$ cat src/rtl/bram_arbiter_pkg.sv
// Shared types and defaults for the two-requester BRAM arbiter.
// Requester ids, default geometry and the read-pending tag payload.
package bram_arbiter_pkg;

  localparam int unsigned DEF_ADDR_SZ = 8;
  localparam int unsigned DEF_DATA_SZ = 16;
  localparam int unsigned NUM_REQ     = 2;

  localparam logic REQ0 = 1'b0;
  localparam logic REQ1 = 1'b1;

  // Read result tag travelling alongside the BRAM read latency
  typedef struct packed {
    logic valid;
    logic id;
  } rd_tag_t;

  function automatic logic [NUM_REQ-1:0] id_onehot(input logic id);
    return (id == REQ1) ? NUM_REQ'(2'b10) : NUM_REQ'(2'b01);
  endfunction

endpackage

$ cat src/rtl/bram_arbiter_arb2_grant.sv
// Combinational two-way grant; BRAM_ARB_RR_EN selects round-robin with a
// preference register, otherwise requester 0 always wins contention.
module bram_arbiter_arb2_grant
  import bram_arbiter_pkg::*;
(
  input  logic       clk,
  input  logic       rst_n,
  input  logic [1:0] eligible,
  output logic       grant_valid_c,
  output logic       grant_id_c
);

`ifdef BRAM_ARB_RR_EN
  logic pref;

  always_comb begin
    grant_valid_c = |eligible;
    grant_id_c    = REQ0;
    if (eligible == 2'b11) begin
      grant_id_c = pref;
    end else if (eligible[1]) begin
      grant_id_c = REQ1;
    end
  end

  // Preference moves to the requester that did not just win
  always_ff @(posedge clk) begin
    if (!rst_n) begin
      pref <= REQ0;
    end else if (grant_valid_c) begin
      pref <= ~grant_id_c;
    end
  end
`else
  logic unused_clk_rst;
  assign unused_clk_rst = clk ^ rst_n;

  always_comb begin
    grant_valid_c = |eligible;
    grant_id_c    = eligible[0] ? REQ0 : REQ1;
  end
`endif

endmodule

$ cat src/rtl/bram_arbiter.sv
// Two-requester arbiter/sequencer for a shared 256x16 simple-dual-port BRAM.
// Define BRAM_ARB_RR_EN for round-robin arbitration (default: fixed priority, requester 0 first).
module bram_arbiter
  import bram_arbiter_pkg::*;
#(
  parameter int unsigned ADDR_SZ = DEF_ADDR_SZ,
  parameter int unsigned DATA_SZ = DEF_DATA_SZ
) (
  input  logic               i_clk,
  input  logic               i_rst_n,
  input  logic               i_req0,
  input  logic               i_req1,
  input  logic               i_wr0,
  input  logic               i_wr1,
  input  logic [ADDR_SZ-1:0] i_addr0,
  input  logic [ADDR_SZ-1:0] i_addr1,
  input  logic [DATA_SZ-1:0] i_wdata0,
  input  logic [DATA_SZ-1:0] i_wdata1,
  output logic               o_ack0,
  output logic               o_ack1,
  output logic               o_rvalid0,
  output logic               o_rvalid1,
  output logic [DATA_SZ-1:0] o_rdata,
  output logic               o_bram_wr_en,
  output logic [ADDR_SZ-1:0] o_bram_waddr,
  output logic [DATA_SZ-1:0] o_bram_wdata,
  output logic               o_bram_rd_en,
  output logic [ADDR_SZ-1:0] o_bram_raddr,
  input  logic [DATA_SZ-1:0] i_bram_rdata
);

  logic [1:0]         eligible_c;
  logic               grant_valid_c;
  logic               grant_id_c;
  logic [1:0]         grant_oh_c;
  logic               sel_wr_c;
  logic [ADDR_SZ-1:0] sel_addr_c;
  logic [DATA_SZ-1:0] sel_wdata_c;
  rd_tag_t            rd_pend;

  // A requester whose ack is visible this cycle is masked to block a double grant
  assign eligible_c = {i_req1 & ~o_ack1, i_req0 & ~o_ack0};

  bram_arbiter_arb2_grant u_grant (
    .clk           (i_clk),
    .rst_n         (i_rst_n),
    .eligible      (eligible_c),
    .grant_valid_c (grant_valid_c),
    .grant_id_c    (grant_id_c)
  );

  always_comb begin
    grant_oh_c  = grant_valid_c ? id_onehot(grant_id_c) : 2'b00;
    sel_wr_c    = (grant_id_c == REQ1) ? i_wr1    : i_wr0;
    sel_addr_c  = (grant_id_c == REQ1) ? i_addr1  : i_addr0;
    sel_wdata_c = (grant_id_c == REQ1) ? i_wdata1 : i_wdata0;
  end

  // Command launch; address/data registers hold their last value while idle
  always_ff @(posedge i_clk) begin
    if (!i_rst_n) begin
      o_ack0       <= 1'b0;
      o_ack1       <= 1'b0;
      o_bram_wr_en <= 1'b0;
      o_bram_rd_en <= 1'b0;
      o_bram_waddr <= '0;
      o_bram_wdata <= '0;
      o_bram_raddr <= '0;
    end else begin
      o_ack0       <= grant_oh_c[0];
      o_ack1       <= grant_oh_c[1];
      o_bram_wr_en <= grant_valid_c & sel_wr_c;
      o_bram_rd_en <= grant_valid_c & ~sel_wr_c;
      if (grant_valid_c && sel_wr_c) begin
        o_bram_waddr <= sel_addr_c;
        o_bram_wdata <= sel_wdata_c;
      end
      if (grant_valid_c && !sel_wr_c) begin
        o_bram_raddr <= sel_addr_c;
      end
    end
  end

  // Read tag follows the BRAM sample cycle so rvalid lines up with its output register
  always_ff @(posedge i_clk) begin
    if (!i_rst_n) begin
      rd_pend   <= '0;
      o_rvalid0 <= 1'b0;
      o_rvalid1 <= 1'b0;
    end else begin
      rd_pend.valid <= grant_valid_c & ~sel_wr_c;
      rd_pend.id    <= grant_id_c;
      o_rvalid0     <= rd_pend.valid && (rd_pend.id == REQ0);
      o_rvalid1     <= rd_pend.valid && (rd_pend.id == REQ1);
    end
  end

  assign o_rdata = i_bram_rdata;

endmodule

$ cat config.mk
export PLATFORM = sky130hd
export DESIGN_NAME = bram_arbiter
export DESIGN_NICKNAME = d
export VERILOG_FILES = /design/src/rtl/bram_arbiter_pkg.sv /design/src/rtl/bram_arbiter_arb2_grant.sv /design/src/rtl/bram_arbiter.sv
export SDC_FILE = /design/constraint.sdc
export NUM_CORES = 1
export LEC_CHECK = 0
export BUFFER_PORTS_ARGS = -buffer_cell sky130_fd_sc_hd__buf_2
export CORE_MARGIN = 1
export CORE_UTILIZATION = 42
export DETAILED_ROUTE_END_ITERATION = 7
export PLACE_DENSITY = 0.8
export SLEW_MARGIN = 5
export SYNTH_ARGS = -nofsm -noshare
export SYNTH_HDL_FRONTEND = slang
export SYNTH_SLANG_ARGS = --single-unit
$ cat constraint.sdc
create_clock -name i_clk -period 1.7 [get_ports i_clk]
set_input_delay 0.085 -clock i_clk [delete_from_list [all_inputs] [get_ports i_clk]]
set_output_delay 0.085 -clock i_clk [all_outputs]
set_load 0.02 [all_outputs]
==> results of run 1 <==
[state kept, by name (all words and copies together), names as in the netlist]
register / cells
o_bram_wdata: 16
o_bram_raddr: 8
o_bram_waddr: 8
o_ack0: 1
o_ack1: 1
o_bram_rd_en: 1
o_bram_wr_en: 1
o_rvalid0: 1
o_rvalid1: 1
rd_pend: 1
[power by group]
group	switching, mW	total (mW)	internal [mW]
Sequential	0.0382	1.03	0.991
Combinational	0.273	0.493	0.220
Clock	0.313	0.599	0.287
Total	0.624	2.12	1.50
[cell usage in the layout, fill, tap and decap left out, types with 5 or more instances in the layout]
| cell type | synthesis | routed |
|---|---|---|
| buf_2 | 5 | 91 |
| dfxtp_1 | 39 | 39 |
| o21a_1 | 16 | 16 |
| o221a_2 | 16 | 16 |
| nand3_1 | 16 | 16 |
| o2111a_1 | 16 | 16 |
| nor2b_1 | 9 | 9 |
| buf_4 | 18 | 9 |
| or3_1 | 8 | 8 |
| inv_1 | 8 | 8 |
| o211ai_1 | 8 | 8 |
| clkbuf_8 | 0 | 5 |
[worst paths after layout]
check	depth (start not counted)	end	from	slack, ps
setup reg to reg	3	o_bram_wdata[6]	o_ack1	200
hold reg to reg	1	o_rvalid0	rd_pend[0]	410
hold / removal	2	o_bram_wdata[1]	i_wdata1[1]	70
setup / recovery	3	o_bram_wdata[6]	o_ack1	200
[critical path: stages (launching register included)]
cell,delay (ps)
dfxtp_1,340
nand3b_2,210
nand2b_1,420
o221a_2,410
[cell families (layout without fill, tap and decap cells)]
logic type,count (synthesis),after routing,share of synthesized area [%]
AOI/OAI and AO/OA,57,57,29.27
and+or+nand+nor,48,48,15.33
buffers and inverters,41,116,12.60
DFF,39,39,41.60
muxes,1,1,1.200
[area by class of cell]
class | count | area share [%]
clock buffers | 6 | 3.100
clock inverters | 2 | 0.5345
inverters | 8 | 1.283
multi-input cells | 106 | 36.72
flip-flops and latches | 39 | 33.35
well taps | 50 | 2.672
repair buffers | 100 | 22.34
[synthesized netlist by cell type]
| cell | instances |
|---|---|
| and2b_2 | 1 |
| and2_1 | 4 |
| o2111a_1 | 16 |
| nand2b_1 | 2 |
| buf_2 | 5 |
| dfxtp_1 | 39 |
| nor2_1 | 2 |
| nor2b_1 | 9 |
| or3_1 | 8 |
| nand2_1 | 1 |
| inv_1 | 8 |
| and3_1 | 1 |
| clkbuf_2 | 1 |
| buf_6 | 1 |
| buf_1 | 1 |
| nand3_1 | 16 |
| mux2i_4 | 1 |
| o221a_2 | 16 |
| o21a_1 | 16 |
| or3b_1 | 1 |
| o211ai_1 | 8 |
| nand3b_1 | 1 |
| clkbuf_1 | 7 |
| nand3b_2 | 1 |
| buf_4 | 18 |
| and3b_2 | 1 |
| o21ai_2 | 1 |
[per-layer routing]
metal	up-vias	global-route usage (%)
li1	836	-
met1	775	23.88
met2	80	32.65
met3	4	5.428
met4	0	7.143
met5	-	0
==> results.py, run 1 <==
metrics = {
    "floorplanning": {
        "die_w_um": 68.85,
        "die-area_mm2": 0.004740,
        "start_util_pct": 45.29,
        "die_h_um": 68.85,
        "core_region_area_mm2": 0.004144,
        "num_rows": 23,
        "io_pins": 124,
    },
    "worst_setup_path": {
        "critical_path_class": "register to register",
        "worstPathMaxFanout": 16,
        "cp.arrival_ps": 1670,
        "end_kind": "register",
        "cp-start-kind": "register",
        "worstPathRequired_ps": 1870,
    },
    "detailed_routing": {
        "ant_nets": 0,
        "drt_wl_total_um": 4579,
        "dr_wl_met3_um": 438,
        "wl_met1_um": 2015,
        "routed.top_layer": "met4",
        "drc": 0,
        "firstDrtPassIters": 4,
        "dr_total_vias": 1695,
        "first_iter_violations": 83,
        "wl_met2_um": 2097,
        "vias_per_cell": 5.450,
        "wl_per_cell_um": 14.72,
    },
    "power_and_ir_drop": {
        "power.total_mw": 2.122,
        "leakagePower_nw": 1.065,
        "ir_worst_vdd_uv": 462.5,
        "powerDensity_mw_per_mm2": 906.4,
    },
    "grt": {
        "antenna_found_initial": 0,
        "grt.total_usage_pct": 19.59,
        "first_global_vias": 1545,
        "grt_start_max_net_pins": 34,
        "grt_pass1_wl_um": 6872,
        "grt_overflow": 0,
    },
    "place": {
        "dp_hpwl_um": 3321,
        "placed_cells": 303,
        "port-buffer-count": 91,
        "gp_congestion": 0.7430,
        "post_dp_cell_area_mm2": 0.002256,
        "place_ws_ps": 184.4,
    },
    "cells_and_area": {
        "antenna_cells": 0,
        "drive_above_1_share_pct": 49.04,
        "final_core_util_pct": 56.49,
        "ff_latch_area_um2": 780.7,
        "fin_area_mm2": 0.002341,
        "multiInputGateArea_um2": 859.6,
        "final_nets": 330,
        "final_cells": 311,
        "fill_cells": 393,
        "area_growth_pct": 24.73,
    },
    "sta": {
        "finClkSkew_ps": 8.756,
        "setup_violations": 0,
        "period_share_pct": 88.22,
        "period_needed_ps": 1500,
        "fmax_mhz": 666.8,
        "hold_viol": 0,
        "slew_headroom_pct": 59.23,
        "setup_tns_ps": 0,
        "worst_slack_ps": 200.2,
        "whs_ps": 73.01,
        "slew_viol_final": 0,
        "tightest_slew_ps": 611.5,
        "rsz0062_at_grt": "false",
    },
    "synth": {
        "synth_top_area_share_pct": 41.60,
        "yosys.area.top_type": "dfxtp_1",
        "ys_seq_area_share_pct": 41.60,
        "synth_area_leaders": "dfxtp_1 (42%), o2111a_1 (9.6%), o221a_2 (9.6%)",
        "yosysWarnings": 0,
        "synth_cell_types": 27,
        "netlist_instances": 186,
        "synth_area_mm2": 0.001877,
        "syn_nets": 256,
        "syn_avg_cell_area_um2": 10.09,
        "ys_seq_elements": 39,
    },
    "clock_tree": {
        "cts_sinks": 39,
        "htreeDepth": 2,
        "ctsLongestPathBuffers": 2,
        "cts_tree": "built",
        "clk_latency_ps": 280,
        "cts_root_buffer": "clkbuf_8",
        "numCtsBuffers": 5,
        "postCtsSetupRepairBufs": 0,
        "ctsHoldBuffers": 0,
        "clk_pin_slew_ps": 80,
        "cts_resized": 0,
    },
    "run_status": {
        "status": "completed",
    },
    "min_path": {
        "min_path_type": "input pin to register",
    },
    "flow_run": {
        "cap_violations": 0,
    },
}
No activity file was read; power rests on OpenSTA's default activity.
==> run 2, diff against run 1 <==
--- a/config.mk
+++ b/config.mk
@@ -7,10 +7,12 @@
 export LEC_CHECK = 0
 export BUFFER_PORTS_ARGS = -buffer_cell sky130_fd_sc_hd__buf_2
 export CORE_MARGIN = 1
-export CORE_UTILIZATION = 42
+export CORE_UTILIZATION = 41
+export CTS_CLUSTER_SIZE = 20
 export DETAILED_ROUTE_END_ITERATION = 7
-export PLACE_DENSITY = 0.8
+export PLACE_DENSITY = 0.85
 export SLEW_MARGIN = 5
 export SYNTH_ARGS = -nofsm -noshare
 export SYNTH_HDL_FRONTEND = slang
+export SYNTH_HIERARCHICAL = 1
 export SYNTH_SLANG_ARGS = --single-unit
==> run 2 against run 1 <==
Cell area down 2.2%. Total power down 0.33%. Largest power group unchanged. Critical path type unchanged. Combinational power up 7.1%. Sequential power about the same. Hold slack better by 89 ps.
==> results.py, run 2 <==
metrics = {
    "worst_setup_path": {
        "critPathTopFamily": "simple AND/OR/NAND/NOR gates",
        "worstPathMaxFanout": 8,
        "worstPathRequired_ps": 1850,
        "cp-start-kind": "register",
        "critical_path.cell_chain": "nor2b_1, inv_1, mux2_4, or2_1, mux2i_1",
        "max_stage_delay_ps": 390,
        "crit_slowest_cell": "or2_1",
        "end_kind": "register",
        "cp.arrival_ps": 1720,
        "critPathBufInv": 1,
        "critical_path_class": "register to register",
    },
    "cells_and_area": {
        "drive_above_1_share_pct": 44.14,
        "final_core_util_pct": 55.22,
        "area_growth_pct": 24.85,
        "reg_top3": "o_bram_wdata (16), o_bram_raddr (8), o_bram_waddr (8)",
        "fill_cells": 382,
        "antenna_cells": 0,
        "regMostFlops": "o_bram_wdata",
        "final_common_cell": "buf_2",
        "final_cell_mix": "buf_2 (91), dfxtp_1 (38), mux2i_1 (32)",
        "final_nets": 327,
        "largest_register_ffs": 16,
    },
    "power_and_ir_drop": {
        "powerDensity_mw_per_mm2": 924.1,
        "ir_worst_vdd_uv": 463.3,
        "seq_power_share_pct": 48.8,
        "switchingPower_mw": 0.6089,
        "swShare_pct": 28.79,
        "p_int_mw": 1.506,
        "pwr-share-clk_pct": 26.2,
        "leakagePower_nw": 1.342,
        "comb_power_share_pct": 25.0,
    },
    "sta": {
        "finClkSkew_ps": 5.244,
        "rsz0062_at_grt": "false",
        "whs_ps": 162.3,
        "tightest_slew_ps": 687.2,
        "setup_violations": 0,
        "period_share_pct": 92.40,
        "hold_viol": 0,
        "setup_tns_ps": 0,
        "slew_viol_final": 0,
        "slew_headroom_pct": 54.18,
        "fmax_mhz": 636.6,
        "period_needed_ps": 1571,
    },
    "grt": {
        "met2_usage_pct": 32.04,
        "antenna_found_initial": 0,
        "first_global_vias": 1309,
        "grt_overflow": 0,
        "grt_start_max_net_pins": 42,
        "met1_usage_pct": 18.71,
        "grt_pass1_wl_um": 5996,
        "grt_busiest_layer": "met2",
        "use_met3_pct": 5.592,
        "grt.total_usage_pct": 17.67,
    },
    "floorplanning": {
        "io_pins": 124,
        "die_w_um": 68.87,
        "die-area_mm2": 0.004742,
        "die_h_um": 68.87,
        "start_util_pct": 44.23,
        "core_region_area_mm2": 0.004144,
        "num_rows": 23,
    },
    "clock_tree": {
        "ctsLongestPathBuffers": 2,
        "cts_sinks": 39,
        "numCtsBuffers": 5,
        "clk_latency_ps": 280,
        "postCtsSetupRepairBufs": 0,
        "cts_root_buffer": "clkbuf_8",
        "cts_tree": "built",
        "clk_pin_slew_ps": 60,
        "cts_resized": 0,
        "htreeDepth": 2,
        "ctsHoldBuffers": 0,
    },
    "detailed_routing": {
        "vias_per_cell": 4.954,
        "ant_nets": 0,
        "first_iter_violations": 54,
        "drc": 0,
        "wl_per_cell_um": 13.65,
        "dr_total_vias": 1516,
        "firstDrtPassIters": 4,
        "drt_wl_total_um": 4176,
    },
    "min_path": {
        "min_path_type": "input pin to register",
    },
    "synth": {
        "yosysMostFrequentCell": "dfxtp_1",
        "synth_top_area_share_pct": 42.59,
        "synth_cell_types": 17,
        "ys_seq_elements": 39,
        "yosysWarnings": 6,
        "synth_flop_cell": "dfxtp_1",
        "syn_avg_cell_area_um2": 9.962,
        "syn_nets": 254,
        "synth_area_mm2": 0.001833,
        "netlist_instances": 184,
        "synthArstFlopShare_pct": 0,
        "synth_edf_count": 0,
        "synth_area_leaders": "dfxtp_1 (43%), mux2i_1 (17%), o211a_1 (8.7%)",
        "yosys.area.top_type": "dfxtp_1",
        "ys_seq_area_share_pct": 42.59,
        "synthTopCellsByCount": "dfxtp_1 (39), mux2i_1 (32), nand2_1 (26)",
    },
    "place": {
        "dp_hpwl_um": 2997,
        "port-buffer-count": 91,
        "gp_congestion": 0.6632,
    },
    "run_status": {
        "status": "completed",
    },
    "flow_run": {
        "cap_violations": 0,
    },
}
run 2: per-layer routing:
metal | routed length, um | up-vias
met4 | 70 | 0
met5 | 0 | -
li1 | - | 760
met2 | 2143 | 67
met3 | 298 | 8
met1 | 1662 | 681
run 2: metrics by stage:
step	power, mW	setup WS [ps]	cells	area, um2
floorplan	1.453	6.906	184	1837
global placement	1.569	188.4	300	2216
detailed placement	1.586	123.1	300	2216
CTS	2.151	120.2	306	2288
global route	2.238	21.47	306	2288
finish	2.115	129.1	306	2288
run 2: kinds of logic after synthesis:
family                 synth area share (%)
and+or+nand+nor                       13.38
muxes                                 23.21
DFF                                   42.59
buffers and inverters                 12.08
AOI/OAI and AO/OA                     8.737
run 2: power by group through the flow:
| stage | Clock [mW] | Sequential [mW] | Combinational [mW] |
|---|---|---|---|
| 6_report | 0.554 | 1.03 | 0.528 |
| 5_1_grt | 0.624 | 1.04 | 0.572 |
| 4_1_cts | 0.584 | 1.03 | 0.535 |
| 3_5_place_dp | 0 | 1.05 | 0.533 |
| 3_3_place_gp | 0 | 1.05 | 0.519 |
| 2_1_floorplan | 0 | 1.15 | 0.302 |
run 2: tightest hold or removal path, cell delays in order:
cell     delay, ps
buf_2           70
mux2i_1         50
nand3_1         70
o211a_1        130
run 2: final timing paths:
check,start,endpoint,slack (ps),cells after the start
worst max-delay path,o_ack0,o_bram_raddr[3],130,5
worst min-delay path,i_wdata0[0],o_bram_wdata[0],160,4
worst min register to register,rd_pend[0],o_rvalid0,400,1
worst max register to register,o_ack0,o_bram_raddr[3],130,5
run 2: cell type report:
cell class	instances	area, um2	share of cell area (%)
inverter	2	7.507	0.3280
tap	50	62.56	2.734
clock buffer	6	72.57	3.171
sequential	39	782.0	34.17
multi-input combinational	111	830.8	36.30
timing repair buffer	98	533.0	23.29
